[src/rtl/km_pipe.sv]
// km_pipe: pipelined Karatsuba multiplier (WIDTH x WIDTH -> 2*WIDTH) with valid/ready flow control.
// Define KM_MODRED_EN to append a two-stage Barrett reduction that drives out_mod = product mod P.
module km_pipe #(
  parameter int          WIDTH = 32,
  parameter logic [63:0] P     = 64'd343576577,
  parameter int          K     = 29
) (
  input  logic             clk,
  input  logic             rstn,
  input  logic             in_valid,
  output logic             in_ready,
  input  logic [WIDTH-1:0] in1,
  input  logic [WIDTH-1:0] in2,
  output logic             out_valid,
  input  logic             out_ready,
  output logic [WIDTH-1:0] out_L,
  output logic [WIDTH-1:0] out_H,
  output logic [WIDTH-1:0] out_mod
);
  localparam int H  = WIDTH / 2;
  localparam int ZW = 2*H + 2;
  localparam int PW = 2*WIDTH;

  generate
    if ((WIDTH % 2) != 0 || WIDTH < 8 || WIDTH > 64) begin : g_bad_width
      $error("km_pipe: WIDTH must be even and within 8..64");
    end
    if (K < 2 || K > WIDTH || (P >> K) != 64'd0) begin : g_bad_mod
      $error("km_pipe: need 2 <= K <= WIDTH and P < 2**K");
    end
  endgenerate

  // One enable for the whole pipe: a stall freezes every stage together.
  logic en;
  assign en       = !out_valid || out_ready;
  assign in_ready = en;

  logic [H-1:0]   a1_reg, a0_reg, b1_reg, b0_reg;
  logic [H:0]     sa_reg, sb_reg;
  logic [2*H-1:0] z2_reg, z0_reg;
  logic [ZW-1:0]  zm_reg;
  logic [PW-1:0]  prod_reg;
  logic           v1_reg, v2_reg, v3_reg;

  logic [ZW-1:0]  z1_next;
  logic [PW-1:0]  prod_next;

  // zm - z2 - z0 is the cross term a1*b0 + a0*b1, never negative.
  always_comb begin
    z1_next   = zm_reg - ZW'(z2_reg) - ZW'(z0_reg);
    prod_next = {z2_reg, z0_reg} + (PW'(z1_next) << H);
  end

  always_ff @(posedge clk or negedge rstn) begin
    if (!rstn) begin
      v1_reg   <= 1'b0;
      v2_reg   <= 1'b0;
      v3_reg   <= 1'b0;
      a1_reg   <= '0;
      a0_reg   <= '0;
      b1_reg   <= '0;
      b0_reg   <= '0;
      sa_reg   <= '0;
      sb_reg   <= '0;
      z2_reg   <= '0;
      z0_reg   <= '0;
      zm_reg   <= '0;
      prod_reg <= '0;
    end else if (en) begin
      v1_reg   <= in_valid;
      a1_reg   <= in1[WIDTH-1:H];
      a0_reg   <= in1[H-1:0];
      b1_reg   <= in2[WIDTH-1:H];
      b0_reg   <= in2[H-1:0];
      sa_reg   <= {1'b0, in1[WIDTH-1:H]} + {1'b0, in1[H-1:0]};
      sb_reg   <= {1'b0, in2[WIDTH-1:H]} + {1'b0, in2[H-1:0]};

      v2_reg   <= v1_reg;
      z2_reg   <= (2*H)'(a1_reg) * (2*H)'(b1_reg);
      z0_reg   <= (2*H)'(a0_reg) * (2*H)'(b0_reg);
      zm_reg   <= ZW'(sa_reg) * ZW'(sb_reg);

      v3_reg   <= v2_reg;
      prod_reg <= prod_next;
    end
  end

`ifdef KM_MODRED_EN
  localparam int MUW = 2*K + 2;
  localparam int QW  = PW + MUW;
  localparam logic [MUW-1:0] MU = (MUW'(1) << (2*K)) / MUW'(P);

  logic [PW-1:0]    q_next, q_reg, prod4_reg, prod5_reg;
  logic [PW-1:0]    r0, r1, r2;
  logic [WIDTH-1:0] mod_reg;
  logic             v4_reg, v5_reg;

  // Barrett estimate undershoots the true quotient by at most 2, hence two corrections.
  always_comb begin
    q_next = PW'((QW'(prod_reg >> (K-1)) * QW'(MU)) >> (K+1));
    r0     = prod4_reg - q_reg * PW'(P);
    r1     = (r0 >= PW'(P)) ? r0 - PW'(P) : r0;
    r2     = (r1 >= PW'(P)) ? r1 - PW'(P) : r1;
  end

  always_ff @(posedge clk or negedge rstn) begin
    if (!rstn) begin
      v4_reg    <= 1'b0;
      v5_reg    <= 1'b0;
      q_reg     <= '0;
      prod4_reg <= '0;
      prod5_reg <= '0;
      mod_reg   <= '0;
    end else if (en) begin
      v4_reg    <= v3_reg;
      q_reg     <= q_next;
      prod4_reg <= prod_reg;
      v5_reg    <= v4_reg;
      prod5_reg <= prod4_reg;
      mod_reg   <= WIDTH'(r2);
    end
  end

  assign out_valid = v5_reg;
  assign out_H     = prod5_reg[PW-1:WIDTH];
  assign out_L     = prod5_reg[WIDTH-1:0];
  assign out_mod   = mod_reg;
`else
  assign out_valid = v3_reg;
  assign out_H     = prod_reg[PW-1:WIDTH];
  assign out_L     = prod_reg[WIDTH-1:0];
  assign out_mod   = '0;
`endif

endmodule

[config.mk]
export PLATFORM = sky130hd
export DESIGN_NAME = km_pipe
export DESIGN_NICKNAME = d
export VERILOG_FILES = /design/src/rtl/km_pipe.sv
export SDC_FILE = /design/constraint.sdc
export NUM_CORES = 2
export LEC_CHECK = 0
export BUFFER_PORTS_ARGS = -buffer_cell sky130_fd_sc_hd__buf_2
export CAP_MARGIN = 20
export CORE_ASPECT_RATIO = 0.75
export CORE_MARGIN = 2
export CORE_UTILIZATION = 65
export CTS_CLUSTER_SIZE = 8
export DETAILED_ROUTE_END_ITERATION = 10
export GPL_ROUTABILITY_DRIVEN = 1
export PLACE_DENSITY_LB_ADDON = 0.15
export SETUP_SLACK_MARGIN = 0.4
export SYNTH_ARGS = -nofsm -noshare
export SYNTH_HDL_FRONTEND = slang
export SYNTH_SLANG_ARGS = --single-unit
export TNS_END_PERCENT = 30
[constraint.sdc]
create_clock -name clk -period 9.2 [get_ports clk]
set_input_delay 0 -clock clk [delete_from_list [all_inputs] [get_ports clk]]
set_output_delay 0 -clock clk [all_outputs]
set_load 0.02 [all_outputs]
# Word-level counts from Yosys, hierarchy flattened
# Cells that the tools add are included.
# word_totals
reg_bits	263
# op_classes
reduce_logical	2
mul	3
n_addsub	5
# ops
cell	count
34-bit by 32-bit subtractor with 34-bit output	2
64-bit by 50-bit adder with 64-bit output	1
16-bit by 16-bit multiplier with 32-bit output	2
16-bit by 16-bit adder with 17-bit output	2
17-bit by 17-bit multiplier with 34-bit output	1
1-bit logical NOT	1
1-bit logical OR	1

# Longest topological paths before layout
# logic_depth
word_depth	3
mapped_depth	26
ltp_nobuf	25

# Least setup slack after synthesis
# Ideal clock, no wire load.
# synth_timing
path_kind	reg-to-reg
start	reg sa_reg[10]
end	reg zm_reg[27]
setup_slack_ns	3.085
setup_ns	0.095
path_stages_with_launch	23
arrival_ns	6.019
path_cell_list	dfrtp_1 > clkbuf_1 > clkbuf_1 > nand2_1 > fa_1 > fa_1 > fa_1 > fa_1 > inv_1 > fa_1 > inv_1 > fa_1 > inv_1 > ha_1 > a21o_1 > a21o_1 > a21oi_1 > and2_1 > o21a_1 > o221ai_1 > o311a_1 > o21a_1 > o31ai_1
# synth_via
elab_chain_cells	1
# synth_rtl
element	line_no	source
from (decl)	39	logic [H:0] sa_reg, sb_reg;
from (signal assigned)	75	sa_reg <= {1'b0, in1[WIDTH-1:H]} + {1'b0, in1[H-1:0]};
17-bit by 17-bit multiplier with 34-bit output	81	zm_reg <= ZW'(sa_reg) * ZW'(sb_reg);
to (signal assigned)	81	
to (decl)	41	logic [ZW-1:0] zm_reg;
# Every way passes these cells.
# A chain may end at the register's enable or synchronous reset.

# Final worst setup path
# layout_timing
start	reg sa_reg[10]
end	reg zm_reg[24]
# The elaborated chain is that of the path after synthesis.

==> reports/qor.txt <==
Initial antenna violation count: 5
Synth cell types: 82
Sink Count: 263
RSZ-0062 raised after global routing: false
#FFs+latches synth: 263
Fmax: 149.6 MHz
Top post-synthesis cells by area: fa_1, dfrtp_1, ha_1
Endpoints failing setup: 0
Fin util: 70.03%
Die height: 223.6 um
Count leader, synth: nand2_1
Worst Setup SP: sa_reg[10]
Crit path max-delay family: adder cells
First-pass GRT wire length: 187100 um
Critical Path Most Common Cell: fa_1
Skew final: 0.03072 ns
Number of synthesized flops with an enable pin: 0
Sequential area share after synthesis: 15.74%
Setup TNS: 0 ns
Number of global-route vias before repair: 33170
DRT Pass-1 Iters: 5
Starting DRT DRC Count: 3402
Hold crit path type: in2async
Initial core utilization: 65.77%
Period utilization: 72.67%
R2r startpoint: sa_reg[10]
Clk Latency, worst-skew pair: 0.58 ns
Commonest cells post-synth: nand2_1, inv_1, fa_1
Placed inst area: 0.04279 mm^2
CTS buffer count: 39
Gate Count Post-Synth: 4788
CTS tree: built
Min Tclk post-route: 6.686 ns
Synth top area share: 30.98%
Synth Area per Inst: 8.731 um^2
Worst-case reg-to-reg path depth: 19
Grt ovf: 0
Layout Nets: 5968
Crit-path max cell delay: 0.84 ns
Ys Warns: 0
Worst setup EP type: register
Mapped Area: 0.04181 mm^2
DRT Wirelength: 117700 um
Status: complete, no violations
Root buf cell: clkbuf_16
Relative slew slack: 25.13%
Required time worst endpoint: 9.60 ns
CTS H-tree depth: 2
Synth Flop Type: dfrtp_1
Largest net degree at the start of global routing: 199
Die footprint: 0.06638 mm^2
IO Count: 166
Chip width: 296.8 um
GRT Total Usage: 36.09%
Worst Max-Slew Pin Slew: 1.095 ns
GP Congestion: 0.9621
MaxCap Viol Count: 0
Post CTS Setup Buffer Count: 0
Fraction of registers with async set or reset after synthesis: 100.0%
Via density: 5.832
Routed Antenna Nets: 0
Share of cells above drive strength 1: 4.792%
Rows: 80
Post-route cell area: 0.04451 mm^2
CP max FO: 18
Port buffer count: 133
Clock Tree Buf Depth: 3
DR DRC count: 0
Crit path launch type: register
Hold Slack: 0.08393 ns
CORE AREA: 0.06356 mm^2
Wire per inst: 20.64 um
Layout area overhead: 6.470%
Pins Over Slew Limit: 0
Cell chain of the critical path: nand2_1 -> fa_1 -> fa_1 -> fa_1 -> fa_1 -> inv_1 -> fa_1 -> inv_1 -> fa_1 -> inv_1 -> ha_1 -> a21o_1 -> a21oi_1 -> nand2_1 -> o21ai_1 -> a211oi_1 -> nor4b_1 -> xor2_1 -> a21oi_1
Max FFs per register: 64
Hold Vio Cnt, Final: 0
CP Buf/Inv Count: 3
DP Wirelength: 91520 um
Clock transition at path regs: 0.05 ns
Area leader, netlist: fa_1
Reg2reg setup slack: 2.51 ns
Reg-to-Reg End: zm_reg[24]
WS Path Type: reg2reg
Critical path data arrival time: 7.09 ns
Slowest-stage cell, CP: dfrtp_1
Vias: 33260
worst max path at each step:
stage | endpoint | slack [ns] | depth (start not counted)
floorplan | zm_reg[27] | 3.09 | 22
global placement | zm_reg[24] | 2.68 | 19
detailed placement | zm_reg[24] | 2.60 | 19
CTS | zm_reg[24] | 2.61 | 19
global route | z2_reg[28] | 2.24 | 20
finish | zm_reg[24] | 2.51 | 19
metal layers:
layer | wire length [um] | part of all wire [%] | track usage [%]
met1 | 51360 | 44 | 53.21
met2 | 50070 | 43 | 52.97
met3 | 11800 | 10 | 8.108
met4 | 4430 | 3.8 | 11.97
met5 | 50 | 0.042 | 0
kinds of logic (layout without fill, tap and decap cells):
family	count (synthesis)	count (layout)	share of synthesized area, %
XOR/XNOR	165	165	3.457
multiplexers	6	6	0.1496
buffers and inverters	1025	1047	9.508
flip-flops	263	263	15.74
AND/OR/NAND/NOR	1575	1575	17.32
adder cells (fa/ha/maj)	1064	1064	43.46
other	1	33	0.008970
AO/OA/AOI/OAI	689	689	10.35
timing repair:
action	CTS	global route
hold buffers	66	0
hold endpoints to repair	192	0
resized for setup	0	0
layout by cell type (no fill, tap or decap), types with 39 or more instances in the layout:
cell / count
clkbuf_16: 39
dlygate4sd3_1: 66
xnor2_1: 93
a21oi_1: 240
o21ai_0: 163
nand2_1: 845
dfrtp_1: 263
and2_1: 370
ha_1: 417
a21o_1: 74
fa_1: 647
xor2_1: 72
inv_1: 791
nand3_1: 48
buf_2: 132
nor2_1: 179
per-stage QoR:
step / cells / setup WS [ns]
finish: 5703 / 2.514
global route: 5702 / 2.244
CTS: 5702 / 2.608
detailed placement: 5590 / 2.600
global placement: 5590 / 2.682
floorplan: 4819 / 3.085
layout make-up:
class	count	area, um^2
Multi-Input combinational cell	3531	31370
Antenna cell	1	2.502
Timing Repair Buffer	209	1436
Clock inverter	3	58.81
Tap cell	861	1077
Clock buffer	43	1001
Fill cell	5109	19050
Inverter	792	2980
Sequential cell	263	6581
Power is not shown: default switching activity piles up to over one toggle a cycle in this logic, so the estimate is an artifact.
